`src/rtl/fact_accel_if.sv`:
```
// Data-memory bus slice seen by the factorial accelerator: qualified write strobe,
// word select and write data in; combinational read word and status mirrors out.
interface fact_accel_if #(
  parameter int WIDTH = 32,
  parameter int NBITS = 4
);
  logic             we;
  logic [1:0]       a;
  logic [WIDTH-1:0] wd;
  logic [WIDTH-1:0] rd;
  logic             done;
  logic             err;

  modport master (output we, a, wd, input rd, done, err);
  modport slave  (input we, a, wd, output rd, done, err);
endinterface

```
`src/rtl/fact_accel.sv`:
```
// Memory-mapped factorial accelerator: software writes n and GO, polls STATUS,
// then reads n! from RESULT. One WIDTH x NBITS multiply per clock.
module fact_accel #(
  parameter int WIDTH = 32,
  parameter int NBITS = 4
) (
  input  logic       i_clk,
  input  logic       i_rst_n,
  fact_accel_if.slave bus
);

  typedef enum logic [1:0] {
    S_IDLE = 2'd0,
    S_LOAD = 2'd1,
    S_MUL  = 2'd2,
    S_DONE = 2'd3
  } state_t;

  localparam logic [NBITS-1:0] N_MAX = NBITS'(12);
  localparam logic [NBITS-1:0] N_ONE = NBITS'(1);

  state_t           r_state;
  state_t           w_next_state;
  logic [NBITS-1:0] r_n;
  logic [NBITS-1:0] r_cnt;
  logic [WIDTH-1:0] r_prod;
  logic [WIDTH-1:0] r_result;
  logic             r_done;
  logic             r_err;
  logic             w_busy;
  logic             w_go;
  logic [WIDTH-1:0] w_cnt_ext;

  assign w_busy    = (r_state == S_LOAD) || (r_state == S_MUL);
  // GO is only honoured when idle or done; a GO while busy is dropped.
  assign w_go      = bus.we && (bus.a == 2'd1) && bus.wd[0] && !w_busy;
  assign w_cnt_ext = {{(WIDTH-NBITS){1'b0}}, r_cnt};

  // State register
  always_ff @(posedge i_clk or negedge i_rst_n) begin
    if (!i_rst_n) begin
      r_state <= S_IDLE;
    end else begin
      r_state <= w_next_state;
    end
  end

  // Next-state logic
  always_comb begin
    w_next_state = r_state;
    case (r_state)
      S_IDLE:  w_next_state = w_go ? S_LOAD : S_IDLE;
      S_LOAD:  w_next_state = (r_n > N_MAX) ? S_DONE : S_MUL;
      S_MUL:   w_next_state = (r_cnt <= N_ONE) ? S_DONE : S_MUL;
      S_DONE:  w_next_state = w_go ? S_LOAD : S_DONE;
      default: w_next_state = S_IDLE;
    endcase
  end

  // Operand, loop and result registers
  always_ff @(posedge i_clk or negedge i_rst_n) begin
    if (!i_rst_n) begin
      r_n      <= '0;
      r_cnt    <= '0;
      r_prod   <= '0;
      r_result <= '0;
      r_done   <= 1'b0;
      r_err    <= 1'b0;
    end else begin
      // N stays writable while busy; the loop works from the LOAD snapshot.
      if (bus.we && (bus.a == 2'd0)) begin
        r_n <= bus.wd[NBITS-1:0];
      end
      case (r_state)
        S_IDLE, S_DONE: begin
          if (w_go) begin
            r_done <= 1'b0;
            r_err  <= 1'b0;
          end
        end
        S_LOAD: begin
          r_cnt  <= r_n;
          r_prod <= WIDTH'(1);
          if (r_n > N_MAX) begin
            r_err    <= 1'b1;
            r_done   <= 1'b1;
            r_result <= '0;
          end
        end
        S_MUL: begin
          if (r_cnt <= N_ONE) begin
            r_result <= r_prod;
            r_done   <= 1'b1;
          end else begin
            r_prod <= r_prod * w_cnt_ext;
            r_cnt  <= r_cnt - N_ONE;
          end
        end
        default: begin
          r_done <= r_done;
        end
      endcase
    end
  end

  // Read mux and status mirrors
  always_comb begin
    bus.rd   = '0;
    bus.done = r_done;
    bus.err  = r_err;
    case (bus.a)
      2'd0:    bus.rd = {{(WIDTH-NBITS){1'b0}}, r_n};
      2'd1:    bus.rd = {{(WIDTH-1){1'b0}}, w_busy};
      2'd2:    bus.rd = {{(WIDTH-2){1'b0}}, r_err, r_done};
      2'd3:    bus.rd = r_result;
      default: bus.rd = '0;
    endcase
  end

endmodule

```
`src/flat_wrapper.sv`:
```
// flat-port wrapper written by rule: the top's interface ports become plain ports
module fact_accel_flat 
#(
  parameter int WIDTH = 32,
  parameter int NBITS = 4
)
  (i_clk, i_rst_n, bus_we, bus_a, bus_wd, bus_rd, bus_done, bus_err);
  fact_accel_if #(.WIDTH(WIDTH), .NBITS(NBITS)) bus_i ();
  input  logic i_clk;
  input  logic i_rst_n;
  input wire logic [$bits(bus_i.we)-1:0] bus_we;
  input wire logic [$bits(bus_i.a)-1:0] bus_a;
  input wire logic [$bits(bus_i.wd)-1:0] bus_wd;
  output wire logic [$bits(bus_i.rd)-1:0] bus_rd;
  output wire logic [$bits(bus_i.done)-1:0] bus_done;
  output wire logic [$bits(bus_i.err)-1:0] bus_err;
  assign bus_i.we = bus_we;
  assign bus_i.a = bus_a;
  assign bus_i.wd = bus_wd;
  assign bus_rd = bus_i.rd;
  assign bus_done = bus_i.done;
  assign bus_err = bus_i.err;
  fact_accel #(.WIDTH(WIDTH), .NBITS(NBITS)) u_core (.i_clk(i_clk), .i_rst_n(i_rst_n), .bus(bus_i));
endmodule
```
`config.mk`:
```
export PLATFORM = sky130hd
export DESIGN_NAME = fact_accel_flat
export DESIGN_NICKNAME = d
export VERILOG_FILES = /design/src/rtl/fact_accel_if.sv /design/src/rtl/fact_accel.sv /design/src/flat_wrapper.sv
export SDC_FILE = /design/constraint.sdc
export NUM_CORES = 1
export LEC_CHECK = 0
export CAP_MARGIN = 25
export CORE_ASPECT_RATIO = 2
export CORE_UTILIZATION = 35
export DETAILED_ROUTE_END_ITERATION = 16
export PLACE_DENSITY = 0.55
export SLEW_MARGIN = 0
export SYNTH_ARGS = -nofsm -noshare
export SYNTH_HDL_FRONTEND = slang
export SYNTH_SLANG_ARGS = --single-unit
```
`constraint.sdc`:
```
create_clock -name i_clk -period 3.9 [get_ports i_clk]
set_input_delay 0.78 -clock i_clk [delete_from_list [all_inputs] [get_ports i_clk]]
set_output_delay 0.78 -clock i_clk [all_outputs]
set_load 0.01 [all_outputs]
```
== After elaboration in Yosys (flattened, before gate mapping) ==
Index checks and enable logic that the tools add are counted.

* Register bits: 76
* Latch bits: 0
* RAM bits: 0
* Memory bits (read-only): 0
* Input port bits: 37
* Output and inout bits: 34
* Word-level logic and storage cells: 54
* Memories: 0

* Add/sub/neg operators: 1
* Multipliers: 1
* Divide/modulo/power cells: 0
* $lt $le $gt $ge: 2
* Equal/unequal tests: 10
* Shift operators: 0
* Multiplexer cells: 18
* Bitwise gates (word level): 0
* Reduce and logical (&&, ||, !) cells: 15

{| class="wikitable"
|+ Operator list
! operator !! number
|-
| $pmux 32 s2 || 2
|-
| $pmux 32 s4 || 1
|-
| $mux 32 || 3
|-
| $mul 32x4->32 || 1
|-
| $reduce_and 3->1 || 3
|-
| $eq 2x2->1 const B || 4
|-
| $pmux 2 s4 || 1
|-
| $pmux 4 s2 || 1
|-
| $mux 1 || 6
|-
| $ne 2x2->1 const B || 3
|-
| $eq 2x1->1 const B || 2
|-
| $gt 4x4->1 const B || 1
|-
| $le 4x1->1 const B || 1
|-
| $logic_and 1x1->1 || 4
|-
| $logic_not 2->1 || 2
|-
| $mux 4 || 1
|-
| $reduce_bool 2->1 || 2
|-
| $sub 4x1->4 const B || 1
|-
| $pmux 1 s3 || 1
|-
| $mux 2 || 1
|-
| $ne 2x1->1 const B || 1
|-
| $pmux 1 s2 || 1
|-
| $reduce_and 2->1 || 1
|-
| $reduce_or 2->1 || 1
|-
| 2 further kinds || 2
|}

== Logic depth before layout (Yosys ltp) ==
Gate-level depths: netlist of the first run.

* Word-level depth: 6
* Gate-level depth with buffers: 15

== Worst setup path before layout of the first run ==
No wires, ideal clock.

* Path type: flip-flop to flip-flop
* Start: register u_core.r_cnt[3]
* End: register u_core.r_prod[30]
* Arrival time: 3641 ps
* Required time: 3770 ps
* Slack: 129 ps
* Cell stages (with the launch flop): 15
* Path through: dfrtp_1 -> clkbuf_1 -> and2_1 -> fa_1 -> inv_1 -> fa_1 -> inv_1 -> ha_1 -> a21o_1 -> a22o_1 -> a221o_1 -> a21o_1 -> a31o_1 -> xnor2_1 -> o21ai_1

* Word-level cells in the longest chain between the ends: 3
* Elaborated cells on any way between the ends: 6
* Those cells by class: mul: 1; order compare: 1; eq/ne: 1; mux: 2; reduce/logical: 1

{| class="wikitable"
|+ Ends and longest elaborated chain
! item !! RTL line !! source
|-
| start, declared || fact_accel.sv:25 || <nowiki>logic [NBITS-1:0] r_cnt;</nowiki>
|-
| start signal, assigned || fact_accel.sv:82 || <nowiki>r_cnt <= r_n;</nowiki>
|-
| start signal, assigned || fact_accel.sv:96 || <nowiki>r_cnt <= r_cnt - N_ONE;</nowiki>
|-
| $mul 32x4->32 or $le 4x1->1 (tied branches) || fact_accel.sv:95, fact_accel.sv:91 ||
|-
| $mux 32 or $ne 2x2->1 (tied branches) || -- ||
|-
| $pmux 32 s2 or $reduce_and 2->1 (tied branches) || -- ||
|-
| end signal, assigned || fact_accel.sv:95 || <nowiki>r_prod <= r_prod * w_cnt_ext;</nowiki>
|-
| end, declared || fact_accel.sv:26 || <nowiki>logic [WIDTH-1:0] r_prod;</nowiki>
|}

Parallel ways exist; a longest one is shown, timed or not. The select of a mux whose other input is x is not followed.
A chain may end at the register's enable or synchronous reset.

== Final worst setup path of the first run ==
* Start: register u_core.r_cnt[2]
* End: register u_core.r_prod[30]

The elaborated chain is that of the path after synthesis.

==> flow_metrics.py, run 1 <==
metrics = {
    "yosys": {
        "yosysTopAreaCellShare": 0.261,
        "synth_compound_area_frac": 0.156,
        "synth_seq_cells": 76,
        "synth_top_flop_cell": "dfrtp_1",
        "yosys.area_share.simple": 0.230,
        "synthAdderAreaFrac": 0.222,
        "post_synth_xor_area_fraction": 0.0324,
        "muxShareOfSynthArea": 0.0120,
        "synth_top_family_by_area": "simple AND/OR/NAND/NOR gates",
        "syn_area_sq_um": 7300,
        "yosysWarnings": 0,
        "synth_top_cell_by_area": "dfrtp_1",
        "synthCells": 890,
        "synthTopCellsByArea": "dfrtp_1 (26%), fa_1 (16%), nand2_1 (7.8%), and2_1 (7.7%), ha_1 (6.5%)",
        "synthesis.nets": 1022,
        "ys_seq_area_frac": 0.261,
        "syn_avg_cell_area_sq_um": 8.20,
        "async_flop_share": 1.00,
        "yosysUniqueCellTypes": 60,
        "synth_edf_count": 0,
    },
    "clock_network": {
        "numCtsBuffers": 9,
        "cts_tree": "done",
        "h-tree-depth": 3,
        "insertion_delay_ns": 0.36,
        "clkSinkCount": 76,
        "cts_buffer_depth": 2,
        "cts_root_buf": "clkbuf_16",
        "clk_pin_slew_ns": 0.06,
    },
    "timing": {
        "hold_viol": 0,
        "grt_setup_unrepaired": "true",
        "finClkSkew_ns": 0.00628,
        "max_freq_ghz": 0.263,
        "fin_tns_setup_ns": 0,
        "finalSetupViolCount": 0,
        "fin_crit_ns": 3.80,
        "min_period_over_period": 0.974,
        "timing.final.ws_setup_ns": 0.103,
        "tightest_slew_ns": 0.873,
        "slew_headroom": 0.418,
        "maxSlewViolCount": 0,
    },
    "routing": {
        "drc": 0,
        "routed_wl_microns": 21400,
        "drt-initial-drc-count": 227,
        "drtAntennaViolNets": 0,
        "vias": 6389,
        "dr.pass1.iters": 4,
        "via_per_inst": 4.94,
        "wl_per_cell_microns": 16.6,
    },
    "placement": {
        "port_buffers": 42,
        "dpl.hpwl_microns": 17100,
        "place_ws_ns": -0.193,
        "place_congestion": 0.886,
        "numPlacedInstances": 1272,
    },
    "setup_path": {
        "slowest_delay_ns": 0.53,
        "crit_buf_inv": 3,
        "r2r_slack_ns": 0.10,
        "critPathKind": "register to register",
        "cp_max_fo": 8,
        "cp_slowest_cell": "fa_1",
        "arrival_ns": 4.05,
        "critPathLaunchType": "register",
        "crit_family": "adder cells",
        "worstPathRequired_ns": 4.15,
        "end_kind": "register",
        "crit_chain": "buf_6, and2_4, fa_1, inv_2, fa_1, inv_2, ha_4, and3_4, a22o_1, a221o_1, a21o_4, a31o_1, xnor2_1, o21ai_1",
    },
    "power_and_ir_drop": {
        "p_leak_nw": 4.59,
        "vdd.ir_drop.worst_uv": 359,
        "p_per_area_nw_per_um2": 916,
    },
    "finish": {
        "drive_gt1_frac": 0.231,
        "antennaDiodeCount": 0,
        "instances_no_fill": 1294,
        "nets": 1155,
        "layout_common_cells": "nand2_1 (148), buf_4 (117), inv_1 (108)",
        "final_common_cell": "nand2_1",
        "post-route-util": 0.471,
        "synthToLayoutAreaGrowth_pct": 32.2,
    },
    "grt": {
        "antenna_found_initial": 0,
        "grt_pass1_vias": 6715,
        "grt_max_degree": 66,
        "busiest_layer": "met2",
        "gr-usage-met2": 0.431,
        "grt_pass1_wl_microns": 35100,
        "grt_overflow": 0,
        "met1_usage": 0.214,
        "grt_usage": 0.214,
        "gr-usage-met3": 0.0186,
    },
    "floorplanning": {
        "die_h_microns": 206,
        "fp.dieW_microns": 104,
        "core_sq_um": 20500,
        "fp.dieArea_sq_um": 21500,
        "start_util": 0.357,
        "ios": 71,
        "fp-row-count": 74,
    },
    "outcome": {
        "status": "finished clean",
    },
    "flow_run": {
        "max-cap-violations": 0,
    },
    "min_path": {
        "worstHoldPathType": "register to register",
    },
}
-- cells in the mapped netlist (4+ instances only) --
cell      count
nor2b_1       5
xnor2_1      15
nor3_1        9
nor2_1       28
ha_1         38
a21oi_1      33
buf_2         6
inv_1       119
a211oi_1      6
o211ai_1      5
o21ai_0      62
a22o_1        7
nand4_1       8
and3_1       34
fa_1         57
o21bai_1      4
dfrtp_1      76
nand2_1     151
o21ai_1       9
xor2_1       12
nand3_1       5
clkbuf_1     41
mux2_2        4
a21o_1        6
and2_1       90
o21a_1        7
-- per-stage QoR --
stage          total power (W)  area, sq um  hold WS [ns]
2_1_floorplan          0.00478         7300         0.442
3_3_place_gp           0.00716         8820         0.454
3_5_place_dp           0.00723         8820         0.463
4_1_cts                0.00830         9250         0.476
5_1_grt                0.00970         9640         0.499
6_report               0.00884         9640         0.469
-- power breakdown --
part	switching (W)	internal, W
Clock	0.000361	0.000597
Sequential	0.000305	0.00108
Combinational	0.00347	0.00302
-- metal layers --
metal | vias to the layer above | wire (microns)
met1 | 3113 | 7800
met4 | 0 | 975
met3 | 36 | 278
li1 | 3160 | -
met5 | - | 0
met2 | 80 | 12400
-- flip-flops by register name (all words and copies together), names as in the netlist --
signal	flops
u_core.r_n	4
u_core.bus.done	1
u_core.r_state	2
u_core.r_result	32
u_core.r_cnt	4
u_core.r_prod	32
u_core.bus.err	1
-- cells by family (layout without fill, tap and decap cells) --
logic type,after synthesis,after routing
buffers and inverters,167,305
DFF,76,76
muxes,7,7
and+or+nand+nor,341,341
adders and majority gates,95,95
AOI/OAI and AO/OA,177,177
xor gates and xnor gates,27,27
-- layout make-up --
type,count,area [sq um]
Fill cell,2031,10800
Multi-Input combinational cell,647,5170
Sequential cell,76,1910
Timing Repair Buffer,170,1450
Inverter,119,447
Tap cell,266,333
Clock buffer,11,253
Clock inverter,5,82.6
-- timing repair --
action,in CTS,in global routing
gates cloned,0,1
pin swaps,11,40
resized for setup,24,80
buffers inserted,1,4
endpoints found under the setup margin,16,17
hold buffers,0,0
-- final timing paths --
check / from / to / cells after the start
hold / removal: u_core.r_result[6] / u_core.r_result[6] / 2
max in group asynchronous: i_rst_n / u_core.r_prod[11] / 2
setup reg to reg: u_core.r_cnt[2] / u_core.r_prod[30] / 14
hold reg to reg: u_core.r_result[6] / u_core.r_result[6] / 2
setup / recovery: u_core.r_cnt[2] / u_core.r_prod[30] / 14
min in group asynchronous: i_rst_n / u_core.r_prod[25] / 1
-- worst reg2reg max path: cells and delay by family, from the launching register on --
kind / cells / cell delay, ns
AOI/OAI and AO/OA: 5 / 1.20
xor gates and xnor gates: 1 / 0.16
adders and majority gates: 3 / 1.29
buffers and inverters: 3 / 0.26
DFF: 1 / 0.50
and+or+nand+nor: 2 / 0.29
Note: power is estimated with default switching activity, not from simulation.
==> run 2: changes to the inputs <==
Clock period 3.9 ns to 3.12 ns, I/O delays scaled along.
==> flow_metrics.py, run 2 (synthesis results as in run 1) <==
metrics = {
    "clock_network": {
        "clk_pin_slew_ns": 0.06,
        "insertion_delay_ns": 0.34,
        "cts_root_buf": "clkbuf_16",
        "numCtsBuffers": 9,
        "h-tree-depth": 3,
        "cts_hold_buf": 0,
        "cts_tree": "done",
        "clkSinkCount": 76,
        "cts_buffer_depth": 2,
    },
    "timing": {
        "hold_viol": 0,
        "timing.final.ws_setup_ns": -0.732,
        "max_freq_ghz": 0.260,
        "finalSetupViolCount": 26,
        "fin_crit_ns": 3.85,
        "slew_headroom": 0.406,
        "finClkSkew_ns": 0.00748,
        "grt_setup_unrepaired": "true",
        "tightest_slew_ns": 0.891,
        "maxSlewViolCount": 0,
        "min_period_over_period": 1.23,
    },
    "floorplanning": {
        "fp.dieArea_sq_um": 21500,
        "fp-row-count": 74,
        "die_h_microns": 206,
        "start_util": 0.357,
        "core_sq_um": 20500,
        "ios": 71,
        "fp.dieW_microns": 104,
    },
    "placement": {
        "port_buffers": 42,
        "dpl_cell_area_sq_um": 9580,
        "place_congestion": 0.876,
        "dpl.hpwl_microns": 17600,
        "numPlacedInstances": 1335,
    },
    "routing": {
        "drc": 0,
        "dr.pass1.iters": 4,
        "via_per_inst": 4.97,
        "drtAntennaViolNets": 0,
        "routed_wl_microns": 22600,
        "wl_per_cell_microns": 16.5,
        "drt-initial-drc-count": 196,
        "vias": 6827,
    },
    "grt": {
        "antenna_found_initial": 0,
        "grt_pass1_wl_microns": 37200,
        "grt_usage": 0.223,
        "grt_max_degree": 51,
        "grt_overflow": 0,
        "grt_pass1_vias": 7518,
    },
    "power_and_ir_drop": {
        "finalPower_w": 0.0122,
        "p_leak_nw": 5.05,
        "p_per_area_nw_per_um2": 1150,
        "vdd.ir_drop.worst_uv": 554,
    },
    "min_path": {
        "worstHoldPathType": "primary input to asynchronous set/reset pin",
    },
    "setup_path": {
        "worstPathRequired_ns": 3.34,
        "critPathKind": "register to register",
        "arrival_ns": 4.07,
        "cp_max_fo": 8,
        "end_kind": "register",
        "critPathLaunchType": "register",
        "r2r_slack_ns": -0.73,
    },
    "finish": {
        "synthToLayoutAreaGrowth_pct": 45.2,
        "antennaDiodeCount": 0,
        "largestRegisters": "u_core.r_prod: 32 flops, u_core.r_result: 32 flops",
        "drive_gt1_frac": 0.321,
        "layout_common_cells": "buf_4 (189), nand2_1 (146), inv_1 (106)",
        "final_common_cell": "buf_4",
        "post-route-util": 0.518,
        "finalInstanceArea_sq_um": 10600,
        "nets": 1235,
        "fill_cells": 1913,
        "multi_input_area_sq_um": 5470,
        "instances_no_fill": 1374,
        "seq_area_sq_um": 1910,
    },
    "outcome": {
        "violations": "setup timing",
        "status": "finished with violations",
    },
    "flow_run": {
        "max-cap-violations": 0,
    },
}
==> run 2: cell types whose count changed in the layout (fill, tap and decap cells not counted), moves of 3 or more <==
cell	previous run	this run
buf_4	117	189
a21oi_1	26	18
and2_1	76	69
and2_4	14	21
a21oi_2	8	14
buf_12	3	8
ha_4	14	19
nor2_1	26	21
o21ai_0	55	50
o21ai_1	11	15
dfrtp_2	3	0
ha_2	3	0
nor2_4	0	3
o21ai_4	1	4
==> run 2: final timing paths <==
check / to / start / cells past startpoint
max in group asynchronous: u_core.r_result[22] / i_rst_n / 2
hold reg to reg: u_core.r_result[4] / u_core.r_result[4] / 2
min in group i_clk: u_core.r_result[4] / u_core.r_result[4] / 2
setup reg to reg: u_core.r_prod[18] / u_core.r_cnt[3] / 14
setup / recovery: u_core.r_prod[18] / u_core.r_cnt[3] / 14
hold / removal: u_core.r_prod[8] / i_rst_n / 1
==> run 2: where the power goes <==
part           internal [W]  switching [W]  total [W]  leakage [nW]
sequential          0.00136       0.000320    0.00168         0.998
clock              0.000649       0.000442    0.00109         0.153
combinational       0.00456        0.00484    0.00941          3.90
total               0.00657        0.00561     0.0122          5.05
==> run 2: metrics by stage <==
stage	setup WS, ns	TNS, ns	hold WS (ns)
after floorplan	-0.396	-5.44	0.328
after global placement	-0.781	-13.06	0.454
after detailed placement	-0.781	-13.43	0.463
after CTS	-0.729	-13.54	0.351
after global routing	-0.840	-17.34	0.371
final	-0.732	-14.55	0.323
==> run 2: layout make-up <==
type,instances,area share
Inverter,119,0.0422
Multi-Input combinational cell,647,0.516
Clock buffer,10,0.0226
Timing Repair Buffer,250,0.201
Tap cell,266,0.0314
Sequential cell,76,0.180
Clock inverter,6,0.00661
==> run 2: timing repair <==
action                                  CTS  global route
endpoints found under the setup margin   25            27
pin swaps                                36            24
gates resized for setup                  82            31
setup buffers                            17             6
==> run 2: worst max-delay path, stage by stage, from the launching register on <==
cell	delay, ns
dfrtp_4	0.51
buf_12	0.15
and2_4	0.16
fa_1	0.54
inv_1	0.05
fa_1	0.51
inv_2	0.05
ha_4	0.21
a21o_1	0.17
a22o_1	0.23
a221o_2	0.45
a21o_4	0.28
a21boi_2	0.16
xor2_1	0.18
o21ai_1	0.08
==> run 2: routing by layer <==
| metal | global-route usage | part of all wire |
|---|---|---|
| met4 | 0.131 | 0.053 |
| met3 | 0.0136 | 0.014 |
| met2 | 0.450 | 0.57 |
| met1 | 0.221 | 0.36 |
| met5 | 0 | 0 |
==> run 3: changes to the inputs <==
Settings changed: DONT_BUFFER_PORTS from default to 1, PLACE_DENSITY 0.55 to 0.51.
==> flow_metrics.py, run 3 (synthesis results as in run 1) <==
metrics = {
    "outcome": {
        "status": "finished with violations",
        "violations": "setup timing",
    },
    "grt": {
        "grt_usage": 0.227,
        "grt_max_degree": 77,
        "antenna_found_initial": 0,
        "grt_pass1_vias": 7016,
        "grt_overflow": 0,
        "grt_pass1_wl_microns": 37100,
    },
    "floorplanning": {
        "ios": 71,
        "fp.dieArea_sq_um": 21500,
        "fp-row-count": 74,
        "core_sq_um": 20500,
        "fp.dieW_microns": 104,
        "start_util": 0.357,
        "die_h_microns": 206,
    },
    "placement": {
        "port_buffers": 0,
        "dpl.hpwl_microns": 18000,
        "place_ws_ns": -0.832,
        "place_congestion": 0.974,
    },
    "min_path": {
        "worstHoldPathType": "primary input to asynchronous set/reset pin",
    },
    "timing": {
        "hold_viol": 0,
        "min_period_over_period": 1.23,
        "tightest_slew_ns": 0.726,
        "slew_headroom": 0.516,
        "grt_setup_unrepaired": "true",
        "max_freq_ghz": 0.260,
        "finClkSkew_ns": 0.00811,
        "finalSetupViolCount": 25,
        "hold_ws_ns": 0.152,
        "timing.final.ws_setup_ns": -0.723,
        "maxSlewViolCount": 0,
        "fin_crit_ns": 3.84,
    },
    "routing": {
        "drt-initial-drc-count": 215,
        "wl_per_cell_microns": 17.3,
        "routed_wl_microns": 22600,
        "dr.pass1.iters": 5,
        "via_per_inst": 4.98,
        "vias": 6524,
        "drc": 0,
        "drtAntennaViolNets": 0,
    },
    "clock_network": {
        "cts_tree": "done",
        "insertion_delay_ns": 0.36,
        "clk_pin_slew_ns": 0.06,
        "clkSinkCount": 76,
        "numCtsBuffers": 9,
        "cts_root_buf": "clkbuf_16",
        "h-tree-depth": 3,
        "cts_buffer_depth": 2,
    },
    "setup_path": {
        "worstPathRequired_ns": 3.36,
        "slowest_delay_ns": 0.53,
        "cp_common_cell": "fa_1",
        "crit_chain": "buf_12, and2_4, fa_1, inv_1, fa_1, inv_2, ha_4, a21o_1, a22o_4, a221o_2, buf_6, a31o_4, a21oi_2, xor2_1, o21ai_1",
        "cp_max_fo": 7,
        "arrival_ns": 4.08,
        "end_kind": "register",
        "cp_slowest_cell": "fa_1",
        "crit_buf_inv": 4,
        "critPathKind": "register to register",
        "crit_family": "compound AO/OA/AOI/OAI gates",
        "critPathLaunchType": "register",
    },
    "power_and_ir_drop": {
        "vdd.ir_drop.worst_uv": 587,
        "p_per_area_nw_per_um2": 1200,
        "p_leak_nw": 4.83,
    },
    "finish": {
        "drive_gt1_frac": 0.314,
        "nets": 1171,
        "antennaDiodeCount": 0,
        "final_common_cell": "buf_4",
        "layout_common_cells": "buf_4 (166), nand2_1 (147), inv_1 (107)",
        "largestRegisters": "u_core.r_prod: 32 flops, u_core.r_result: 32 flops",
        "synthToLayoutAreaGrowth_pct": 36.7,
    },
    "flow_run": {
        "max-cap-violations": 0,
    },
}
-- run 3: cell types whose count changed in the layout (fill, tap and decap cells not counted), sizes merged --
cell           delta
clkdlybuf4s50    -41
bufinv            +2
clkbuf            -1
buf              -23
clkinvlp          +1
clkinv            -2
inv               -1
-- run 3: what timing repair did --
action | in CTS | in global routing
setup buffers | 8 | 7
pin swaps | 33 | 22
endpoints found under the hold margin | 76 | 0
gates resized for setup | 59 | 41
setup endpoints to repair | 25 | 25
hold buffers | 1 | 0
-- run 3: final cells by class --
class                   instances  area, sq um
clock inverters                 6          111
fillers                      1993        10500
well taps                     266          333
clock buffers                   9          225
repair buffers                186         1560
multi-input cells             647         5390
inverters                     119          447
flip-flops and latches         76         1900
-- run 3: through the flow --
stage | TNS (ns) | cell area (sq um) | instances | utilization | power [W]
final | -11.80 | 9970 | 1309 | 0.487 | 0.0120
after global routing | -15.05 | 9970 | 1309 | 0.487 | 0.0131
after CTS | -12.03 | 9720 | 1302 | 0.475 | 0.0117
after detailed placement | -14.67 | 9030 | 1278 | 0.441 | 0.00986
after global placement | -14.17 | 9030 | 1278 | 0.441 | 0.00980
after floorplan | -5.44 | 7630 | 890 | - | 0.00667
-- run 3: where the power goes --
group,internal (W),leakage [nW],switching [W]
combinational,0.00431,3.67,0.00476
clock,0.000778,0.162,0.000452
sequential,0.00135,0.997,0.000337
total,0.00644,4.83,0.00555
-- run 3: path summary, 6_finish.rpt --
kind	end	slack [ns]	from	cells past startpoint
max	u_core.r_prod[16]	-0.72	u_core.r_cnt[3]	15
min	u_core.r_result[24]	0.15	i_rst_n	1
max reg2reg	u_core.r_prod[16]	-0.72	u_core.r_cnt[3]	15
min reg2reg	u_core.r_result[15]	0.47	u_core.r_result[15]	2
max in group asynchronous	u_core.r_prod[14]	2.62	i_rst_n	1
min in group i_clk	u_core.r_n[1]	0.42	bus_wd[1]	1
-- run 3: layer usage --
| metal | vias to the layer above | GRT usage | share of wire |
|---|---|---|---|
| met4 | 0 | 0.107 | 0.039 |
| li1 | 3195 | - | - |
| met3 | 52 | 0.0237 | 0.017 |
| met2 | 105 | 0.455 | 0.59 |
| met1 | 3172 | 0.230 | 0.36 |
| met5 | - | 0 | 0 |
